===== src/rtl/booth_mult_r4_pkg.sv =====
// booth_pkg: FSM states, Booth digit control encodings and iteration-count helper
package booth_pkg;
  typedef enum logic {IDLE, RUN} state_t;
  typedef struct packed {logic neg; logic two; logic zero;} booth_ctl_t;
  localparam booth_ctl_t BD_ZERO = 3'b001;
  localparam booth_ctl_t BD_P1   = 3'b000;
  localparam booth_ctl_t BD_P2   = 3'b010;
  localparam booth_ctl_t BD_M1   = 3'b100;
  localparam booth_ctl_t BD_M2   = 3'b110;
  function automatic int booth_niter(input int width);
    return width / 2 + 1;
  endfunction
endpackage


===== src/rtl/booth_mult_r4_if.sv =====
// booth_mult_r4_if: request/result bundle; BOOTH_ACC_EN adds the acc request bit
interface booth_mult_r4_if #(parameter int WIDTH = 8);
  logic start, tc;
  logic [WIDTH-1:0] a, b;
  logic busy, valid;
  logic [2*WIDTH-1:0] z;
`ifdef BOOTH_ACC_EN
  logic acc;
  modport master(output start, tc, a, b, acc, input busy, valid, z);
  modport slave(input start, tc, a, b, acc, output busy, valid, z);
`else
  modport master(output start, tc, a, b, input busy, valid, z);
  modport slave(input start, tc, a, b, output busy, valid, z);
`endif
endinterface


===== src/rtl/booth_r4_enc.sv =====
// booth_r4_enc: radix-4 Booth recoder, multiplier triplet to {neg, two, zero}
module booth_r4_enc
  import booth_pkg::*;
(
  input  logic [2:0] i_trip,
  output booth_ctl_t o_ctl
);
  assign o_ctl = (i_trip == 3'b000 || i_trip == 3'b111) ? BD_ZERO :
                 (i_trip == 3'b011) ? BD_P2 :
                 (i_trip == 3'b100) ? BD_M2 :
                 i_trip[2] ? BD_M1 : BD_P1;
endmodule


===== src/rtl/booth_mult_r4.sv =====
// booth_mult_r4: radix-4 Booth sequential multiplier; BOOTH_ACC_EN adds product accumulation
module booth_mult_r4
  import booth_pkg::*;
#(
  parameter int WIDTH = 8
) (
  input logic clk,
  input logic rst,
  booth_mult_r4_if.slave s_if
);
  localparam int NITER = booth_niter(WIDTH);
  localparam int CW = $clog2(NITER);
  localparam int PW = 2 * WIDTH + 4;
  state_t r_state, w_next;
  logic [CW-1:0] r_cnt;
  logic [PW-1:0] r_p, w_pn;
  logic r_q, r_valid, r_acc, w_last, w_acc;
  logic [WIDTH+1:0] r_a;
  logic [2*WIDTH-1:0] r_z;
  logic [WIDTH+3:0] w_mag, w_sum;
  booth_ctl_t w_ctl;
`ifdef BOOTH_ACC_EN
  assign w_acc = s_if.acc;
`else
  assign w_acc = 1'b0;
`endif
  booth_r4_enc u_enc (.i_trip({r_p[1:0], r_q}), .o_ctl(w_ctl));
  always_comb begin
    w_mag = w_ctl.zero ? '0 : w_ctl.two ? {r_a[WIDTH+1], r_a, 1'b0} : {{2{r_a[WIDTH+1]}}, r_a};
    w_sum = {{2{r_p[PW-1]}}, r_p[PW-1:WIDTH+2]} + (w_ctl.neg ? -w_mag : w_mag);
    w_pn  = {w_sum, r_p[WIDTH+1:2]};
  end
  assign w_last = (r_state == RUN) && (r_cnt == CW'(NITER - 1));
  always_comb begin
    w_next = r_state;
    if (r_state == IDLE && s_if.start) w_next = RUN;
    if (w_last) w_next = IDLE;
  end
  always_ff @(posedge clk or negedge rst)
    if (!rst) r_state <= IDLE;
    else r_state <= w_next;
  // Upper field gets two guard bits during the add so a +/-2a digit never overflows before the shift
  always_ff @(posedge clk or negedge rst) begin
    if (!rst) begin
      r_cnt   <= '0;
      r_p     <= '0;
      r_q     <= 1'b0;
      r_a     <= '0;
      r_acc   <= 1'b0;
      r_z     <= '0;
      r_valid <= 1'b0;
    end else begin
      r_valid <= w_last;
      if (r_state == IDLE) begin
        if (s_if.start) begin
          r_a   <= {{2{s_if.tc & s_if.a[WIDTH-1]}}, s_if.a};
          r_p   <= {{(WIDTH+2){1'b0}}, {2{s_if.tc & s_if.b[WIDTH-1]}}, s_if.b};
          r_q   <= 1'b0;
          r_cnt <= '0;
          r_acc <= w_acc;
        end
      end else begin
        r_p   <= w_pn;
        r_q   <= r_p[1];
        r_cnt <= r_cnt + 1'b1;
        if (w_last) r_z <= r_acc ? r_z + w_pn[2*WIDTH-1:0] : w_pn[2*WIDTH-1:0];
      end
    end
  end
  assign s_if.busy  = (r_state == RUN);
  assign s_if.valid = r_valid;
  assign s_if.z     = r_z;
endmodule


===== src/flat_wrapper.sv =====
// flat-port wrapper written by rule: the top's interface ports become plain ports
module booth_mult_r4_flat import booth_pkg::*;
#(
  parameter int WIDTH = 8
)
  (clk, rst, s_if_start, s_if_tc, s_if_a, s_if_b, s_if_busy, s_if_valid, s_if_z);
  booth_mult_r4_if #(.WIDTH(WIDTH)) s_if_i ();
  input logic clk;
  input logic rst;
  input wire logic [$bits(s_if_i.start)-1:0] s_if_start;
  input wire logic [$bits(s_if_i.tc)-1:0] s_if_tc;
  input wire logic [$bits(s_if_i.a)-1:0] s_if_a;
  input wire logic [$bits(s_if_i.b)-1:0] s_if_b;
  output wire logic [$bits(s_if_i.busy)-1:0] s_if_busy;
  output wire logic [$bits(s_if_i.valid)-1:0] s_if_valid;
  output wire logic [$bits(s_if_i.z)-1:0] s_if_z;
  assign s_if_i.start = s_if_start;
  assign s_if_i.tc = s_if_tc;
  assign s_if_i.a = s_if_a;
  assign s_if_i.b = s_if_b;
  assign s_if_busy = s_if_i.busy;
  assign s_if_valid = s_if_i.valid;
  assign s_if_z = s_if_i.z;
  booth_mult_r4 #(.WIDTH(WIDTH)) u_core (.clk(clk), .rst(rst), .s_if(s_if_i));
endmodule

===== config.mk =====
export PLATFORM = sky130hd
export DESIGN_NAME = booth_mult_r4_flat
export DESIGN_NICKNAME = d
export VERILOG_FILES = /design/src/rtl/booth_mult_r4_pkg.sv /design/src/rtl/booth_mult_r4_if.sv /design/src/rtl/booth_r4_enc.sv /design/src/rtl/booth_mult_r4.sv /design/src/flat_wrapper.sv
export SDC_FILE = /design/constraint.sdc
export NUM_CORES = 1
export LEC_CHECK = 0
export BUFFER_PORTS_ARGS = -buffer_cell sky130_fd_sc_hd__buf_4
export CORE_UTILIZATION = 37
export DETAILED_ROUTE_END_ITERATION = 7
export PLACE_DENSITY_LB_ADDON = 0.2
export SETUP_SLACK_MARGIN = 0.1
export SYNTH_ARGS = -nofsm -noshare
export SYNTH_HDL_FRONTEND = slang
export SYNTH_SLANG_ARGS = --single-unit
export TNS_END_PERCENT = 1

===== constraint.sdc =====
create_clock -name clk -period 3.9 [get_ports clk]
set_input_delay 0.195 -clock clk [delete_from_list [all_inputs] [get_ports clk]]
set_output_delay 0.195 -clock clk [all_outputs]
set_load 0.005 [all_outputs]

Yosys cells after proc, flatten, opt, wreduce, memory -nomap -nowiden

Cells that the tools add are included.

Flip-flop bits (word level): 51
Input bits: 20
Output and inout port bits: 18
Logic and storage cells: 40

Add/subtract/negate cells: 3
Equal/unequal tests: 4
Multiplexer cells: 15
Bitwise logic cells: 3
Reduce and logical (&&, ||, !) cells: 8

Operator list:

| cell                                                             | count |
|---|---|
| 20-bit 2-to-1 mux                                                | 2 |
| 12-bit 2-to-1 mux                                                | 2 |
| 3-bit 2-to-1 mux                                                 | 6 |
| 12-bit adder                                                     | 1 |
| 12-bit negator                                                   | 1 |
| 3-bit == test (second input constant)                            | 3 |
| 9-bit 2-to-1 mux                                                 | 1 |
| 1-bit 2-to-1 mux                                                 | 4 |
| 2-bit AND reduction                                              | 2 |
| 2-bit nonzero test                                               | 2 |
| 3-bit by 1-bit adder with 3-bit output (second input constant)   | 1 |
| 3-bit by 2-bit == test with 1-bit output (second input constant) | 1 |
| 3-bit zero test                                                  | 1 |
| 1-bit bitwise AND                                                | 2 |
| 1-bit logical AND                                                | 2 |
| 1-bit logical OR                                                 | 1 |
| 1-bit NOT                                                        | 1 |

Depth between registers and ports, before layout

Word-level depth: 10
Depth in mapped cells: 18
Depth with buffers taken out: 17

Hierarchy

From an unflattened synthesis, not the netlist that was laid out.

Cell total of the unflattened synthesis: 298
Area total of the unflattened synthesis: 2939.1 um^2

Modules (own cells, without submodules):

| module        | times used | cells each | area an instance (um^2) | sequential area each (um^2) |
|---|---|---|---|---|
| booth_mult_r4 | 1          | 292        | 2902.8                  | 1276.2 |
| booth_r4_enc  | 1          | 6          | 36.3                    | 0.0 |

Worst setup path before layout

Ideal clock, no wire load.

Path kind: reg2reg
Start: register u_core.r_q
End: register u_core.r_p[19]
Library setup time: 118 ps
Arrival: 3581 ps
Data required time: 3782 ps
Path slack: 201 ps
Stages on the path, launching flop included: 19
Buffers on the path: 1
Period minus slack after synthesis: 3699 ps
Cell sequence: dfrtp_1 > buf_6 > nor2b_1 > a22o_1 > o21ai_0 > ha_1 > o21a_1 > o211ai_2 > o21bai_1 > xor2_1 > a211o_1 > ha_1 > a21oi_1 > nand3_1 > o21ai_0 > a31oi_1 > a21o_1 > a31o_1 > a21o_1

Word-level cells in the longest chain between the ends: 10
Elaborated cells on any way between the ends: 14
Those cells by class: add/sub (2); eq/ne (3); mux (7); reduce/logical (2)

RTL lines:

| what                   | RTL line            | RTL |
|---|---|---|
| from (decl)            | booth_mult_r4.sv:17 | `logic r_q, r_valid, r_acc, w_last, w_acc;` |
| from (signal assigned) | booth_mult_r4.sv:64 | `r_q <= r_p[1];` |
| 3-bit == test          | booth_r4_enc.sv:10  | `(i_trip == 3'b100) ? BD_M2 :` |
| 3-bit 2-to-1 mux       | booth_r4_enc.sv:10  |  |
| 3-bit 2-to-1 mux       | booth_r4_enc.sv:9   | `(i_trip == 3'b011) ? BD_P2 :` |
| 3-bit 2-to-1 mux *     | booth_r4_enc.sv:8   | `assign o_ctl = (i_trip == 3'b000 \|\| i_trip == 3'b111) ? BD_ZERO :` |
| 9-bit 2-to-1 mux       | booth_mult_r4.sv:29 | `w_mag = w_ctl.zero ? '0 : w_ctl.two ? {r_a[WIDTH+1], r_a, 1'b0} : {{2{r_a[WIDTH+1]}}, r_a};` |
| 12-bit 2-to-1 mux      | booth_mult_r4.sv:29 |  |
| 12-bit negator         | booth_mult_r4.sv:30 | `w_sum = {{2{r_p[PW-1]}}, r_p[PW-1:WIDTH+2]} + (w_ctl.neg ? -w_mag : w_mag);` |
| 12-bit 2-to-1 mux *    | booth_mult_r4.sv:30 |  |
| 12-bit adder *         | booth_mult_r4.sv:30 |  |
| 20-bit 2-to-1 mux *    | booth_mult_r4.sv:54 | `if (r_state == IDLE) begin` |
| to (signal assigned)   | booth_mult_r4.sv:57 | `r_p <= {{(WIDTH+2){1'b0}}, {2{s_if.tc & s_if.b[WIDTH-1]}}, s_if.b};` |
| to (signal assigned)   | booth_mult_r4.sv:63 | `r_p <= w_pn;` |
| to (decl)              | booth_mult_r4.sv:16 | `logic [PW-1:0] r_p, w_pn;` |

Mark *: on every way between the ends. The rest lies on a longest branch, timed or not.
A chain may end at the register's enable or synchronous reset.

Worst setup path in the final report

Start: register u_core.r_p[1]
End: register u_core.r_p[19]

Word-level cells in the longest chain between the ends: 10
Elaborated cells on any way between the ends: 15
Those cells by class: add/sub (2); eq/ne (3); mux (8); reduce/logical (2)

RTL lines:

| what                | RTL line |
|---|---|
| 3-bit == test       | booth_r4_enc.sv:10 |
| 3-bit 2-to-1 mux    | booth_r4_enc.sv:10 |
| 3-bit 2-to-1 mux    | booth_r4_enc.sv:9 |
| 3-bit 2-to-1 mux *  | booth_r4_enc.sv:8 |
| 9-bit 2-to-1 mux    | booth_mult_r4.sv:29 |
| 12-bit 2-to-1 mux   | booth_mult_r4.sv:29 |
| 12-bit negator      | booth_mult_r4.sv:30 |
| 12-bit 2-to-1 mux * | booth_mult_r4.sv:30 |
| 12-bit adder *      | booth_mult_r4.sv:30 |
| 20-bit 2-to-1 mux * | booth_mult_r4.sv:54 |

Marked as above.

==> results.toml <==
[outcome]
status = "completed"

[placed_design]
io_buffers = 37
placed_cells = 470
postPlaceCellArea_um2 = 3640
place_hpwl_um = 5460
finalWeightedCongestion = 0.887

[grt]
antenna_found_initial = 0
grt_overflow = 0
grtUsageTotal = 0.177
grt_pass1_wl_um = 12400
grt_max_degree = 52
grt_pass1_vias = 2429

[floorplan]
coreArea_um2 = 8340
rows = 33
die_x_um = 95.5
die_y_um = 95.5
dieArea_um2 = 9120
ios = 38
start_util = 0.388

[cts]
clkTransAtPathRegs_ns = 0.11
numCtsBuffers = 5
clkLatencyLatePin_ns = 0.32
root_buffer = "clkbuf_8"
clockBufferDepth = 2
clkSinkCount = 51
cts_tree = "built"
htreeDepth = 2

[logic_synthesis]
post_synth.cell_area_avg_um2 = 9.63
ys_types = 52
netlist_top_cells_area = "dfrtp_1 (39%), mux2_2 (7.0%), o21ai_0 (6.2%)"
synthCells = 336
synthSimpleGateAreaFrac = 0.110
synth_top_family_by_area = "compound AO/OA/AOI/OAI gates"
yosys-mux-area-fraction = 0.0975
synthXorXnorAreaFrac = 0.0569
ys_ff_latch = 51
yosysWarnings = 0
synth_edf_count = 0
synth-main-ff-cell = "dfrtp_1"
synth_top_area_share = 0.395
yosysTopAreaCell = "dfrtp_1"
async_flop_share = 1.00
yosys.area_share.adder = 0.0642
synth_compound_area_frac = 0.234
syn-cell-area_um2 = 3230
seq_area_frac_synth = 0.395
syn-num-nets = 372

[timing]
final_max_slew_viol_count = 0
fmax_ghz = 0.278
rsz0062_at_grt = "no"
period_share = 0.924
setup_tns_ns = 0
post-route-min-period_ns = 3.60
finalHoldViolCount = 0
relSlewSlack = 0.405
setup_viol = 0
worst_slew_pin_slew_ns = 0.889
skew_ns = 0.0120

[finish]
fillCellCount = 820
drive_gt1_frac = 0.247
areaGrowthSynthToFinish_pct = 16.9
final_nets = 412
fin_cells = 482
postLayoutCoreUtil = 0.453
diodes = 0
design_area_um2 = 3780

[drt]
via_per_inst = 5.51
wl_per_cell_um = 16.0
drt_iter0_markers = 120
dr.pass1.iters = 6
post-route-drc-count = 0
vias = 2657
ant_nets = 0
drt_wl_total_um = 7720

[setup_path]
path_class = "reg2reg"
critPathRequiredTime_ns = 4.12
arrival_ns = 3.82
cp-start-kind = "register"
critPathMaxFanout = 4
endpoint_kind = "register"
r2r_setup_slack_ns = 0.30

[run]
max-cap-violations = 0

[min_path]
hp-class = "in2reg"
==> per-layer routing <==
metal	GRT usage	part of all wire	up-vias
met3	0.0311	0.039	9
met5	0	0	-
met1	0.256	0.48	1293
met2	0.272	0.47	52
met4	0.0460	0.012	0
li1	-	-	1303
==> cells in the mapped netlist (all sizes together) (5+ instances only) <==
library cell,n
inv,10
mux2i,9
a21oi,13
mux2,20
xnor2,11
a22o,6
ha,15
nand3,7
a21o,5
clkbuf,12
nor2,15
dfrtp,51
buf,9
nand2,36
o21ai,40
nor2b,5
nor3,5
xor2,10
o31ai,5
==> stage by stage <==
stage	setup slack, ns	hold slack (ns)
6_report	0.298	0.103
5_1_grt	0.0760	0.0896
4_1_cts	0.157	0.104
3_5_place_dp	0.196	0.273
3_3_place_gp	0.131	0.275
2_1_floorplan	0.201	-0.101
==> path summary, 6_finish.rpt <==
check | from | end | depth (start not counted)
min | s_if_a[6] | u_core.r_a[6] | 2
max | u_core.r_p[1] | u_core.r_p[19] | 17
max in group asynchronous | rst | u_core.r_a[1] | 2
max reg2reg | u_core.r_p[1] | u_core.r_p[19] | 17
min reg2reg | u_core.s_if.z[15] | u_core.s_if.z[15] | 2
min in group asynchronous | rst | u_core.r_p[16] | 2
==> repair_timing <==
item                       CTS  global route
hold buffers                 1             0
setup buffers                0             3
resized for setup            0            10
hold endpoints to repair    51             0
setup endpoints to repair    0             2
==> final cells by class <==
type	count	area, µm²	share of cell area
Multi-Input combinational cell	254	1840	0.487
Tap cell	105	131	0.0347
Timing Repair Buffer	54	408	0.108
Sequential cell	51	1280	0.337
Clock inverter	2	16.3	0.00430
Inverter	10	37.5	0.00992
Clock buffer	6	72.6	0.0192
==> state kept, by name (all words and copies together) (netlist names) <==
register / count
u_core.s_if.valid: 1
u_core.r_a: 9
u_core.s_if.z: 16
u_core.r_q: 1
u_core.r_cnt: 3
u_core.r_p: 20
u_core.s_if.busy: 1
==> cells by family (layout without fill, tap and decap cells) <==
logic type,Yosys count,after routing
compound gates,109,109
simple gates,79,79
flops,51,51
xor+xnor,21,21
buf+inv,31,72
fa+ha+maj,16,16
mux,29,29
==> cells in the final DEF, fill, tap and decap left out, types with 2 or more instances in the layout <==
| master | instances |
|---|---|
| buf_4 | 53 |
| dfrtp_1 | 51 |
| o21ai_0 | 36 |
| nand2_1 | 35 |
| mux2_2 | 20 |
| nor2_1 | 14 |
| ha_1 | 14 |
| xnor2_1 | 11 |
| a21oi_1 | 11 |
| xor2_1 | 10 |
| mux2i_1 | 9 |
| inv_1 | 9 |
| nand3_1 | 7 |
| a22o_1 | 6 |
| nor3_1 | 5 |
| nor2b_1 | 5 |
| a21o_1 | 5 |
| clkbuf_8 | 5 |
| and2_1 | 4 |
| o21bai_1 | 4 |
| a22oi_1 | 4 |
| a211oi_1 | 4 |
| o21ai_1 | 4 |
| o31ai_1 | 4 |
| a221o_1 | 3 |
| o21a_1 | 3 |
| or3_1 | 3 |
| o311a_1 | 3 |
| o211ai_1 | 3 |
| o221ai_1 | 2 |
| a21oi_2 | 2 |
| a31oi_1 | 2 |
==> critical path, cell delays in order (launching register included) <==
cell and delay [ns]:
dfrtp_1 0.40, nor2b_1 0.16, a221o_1 0.33, o21ai_1 0.12, ha_2 0.21, o21a_1 0.17, o211ai_2 0.11, buf_4 0.16
a2111oi_1 0.45, o31ai_1 0.17, ha_1 0.23, nor2_1 0.17, nand3_1 0.10, o21ai_1 0.11, a31oi_2 0.06, a21o_1 0.18
a31o_1 0.22, a21o_1 0.17
Power is not shown: default switching activity piles up to over one toggle a cycle in this logic, so the estimate is an artifact.
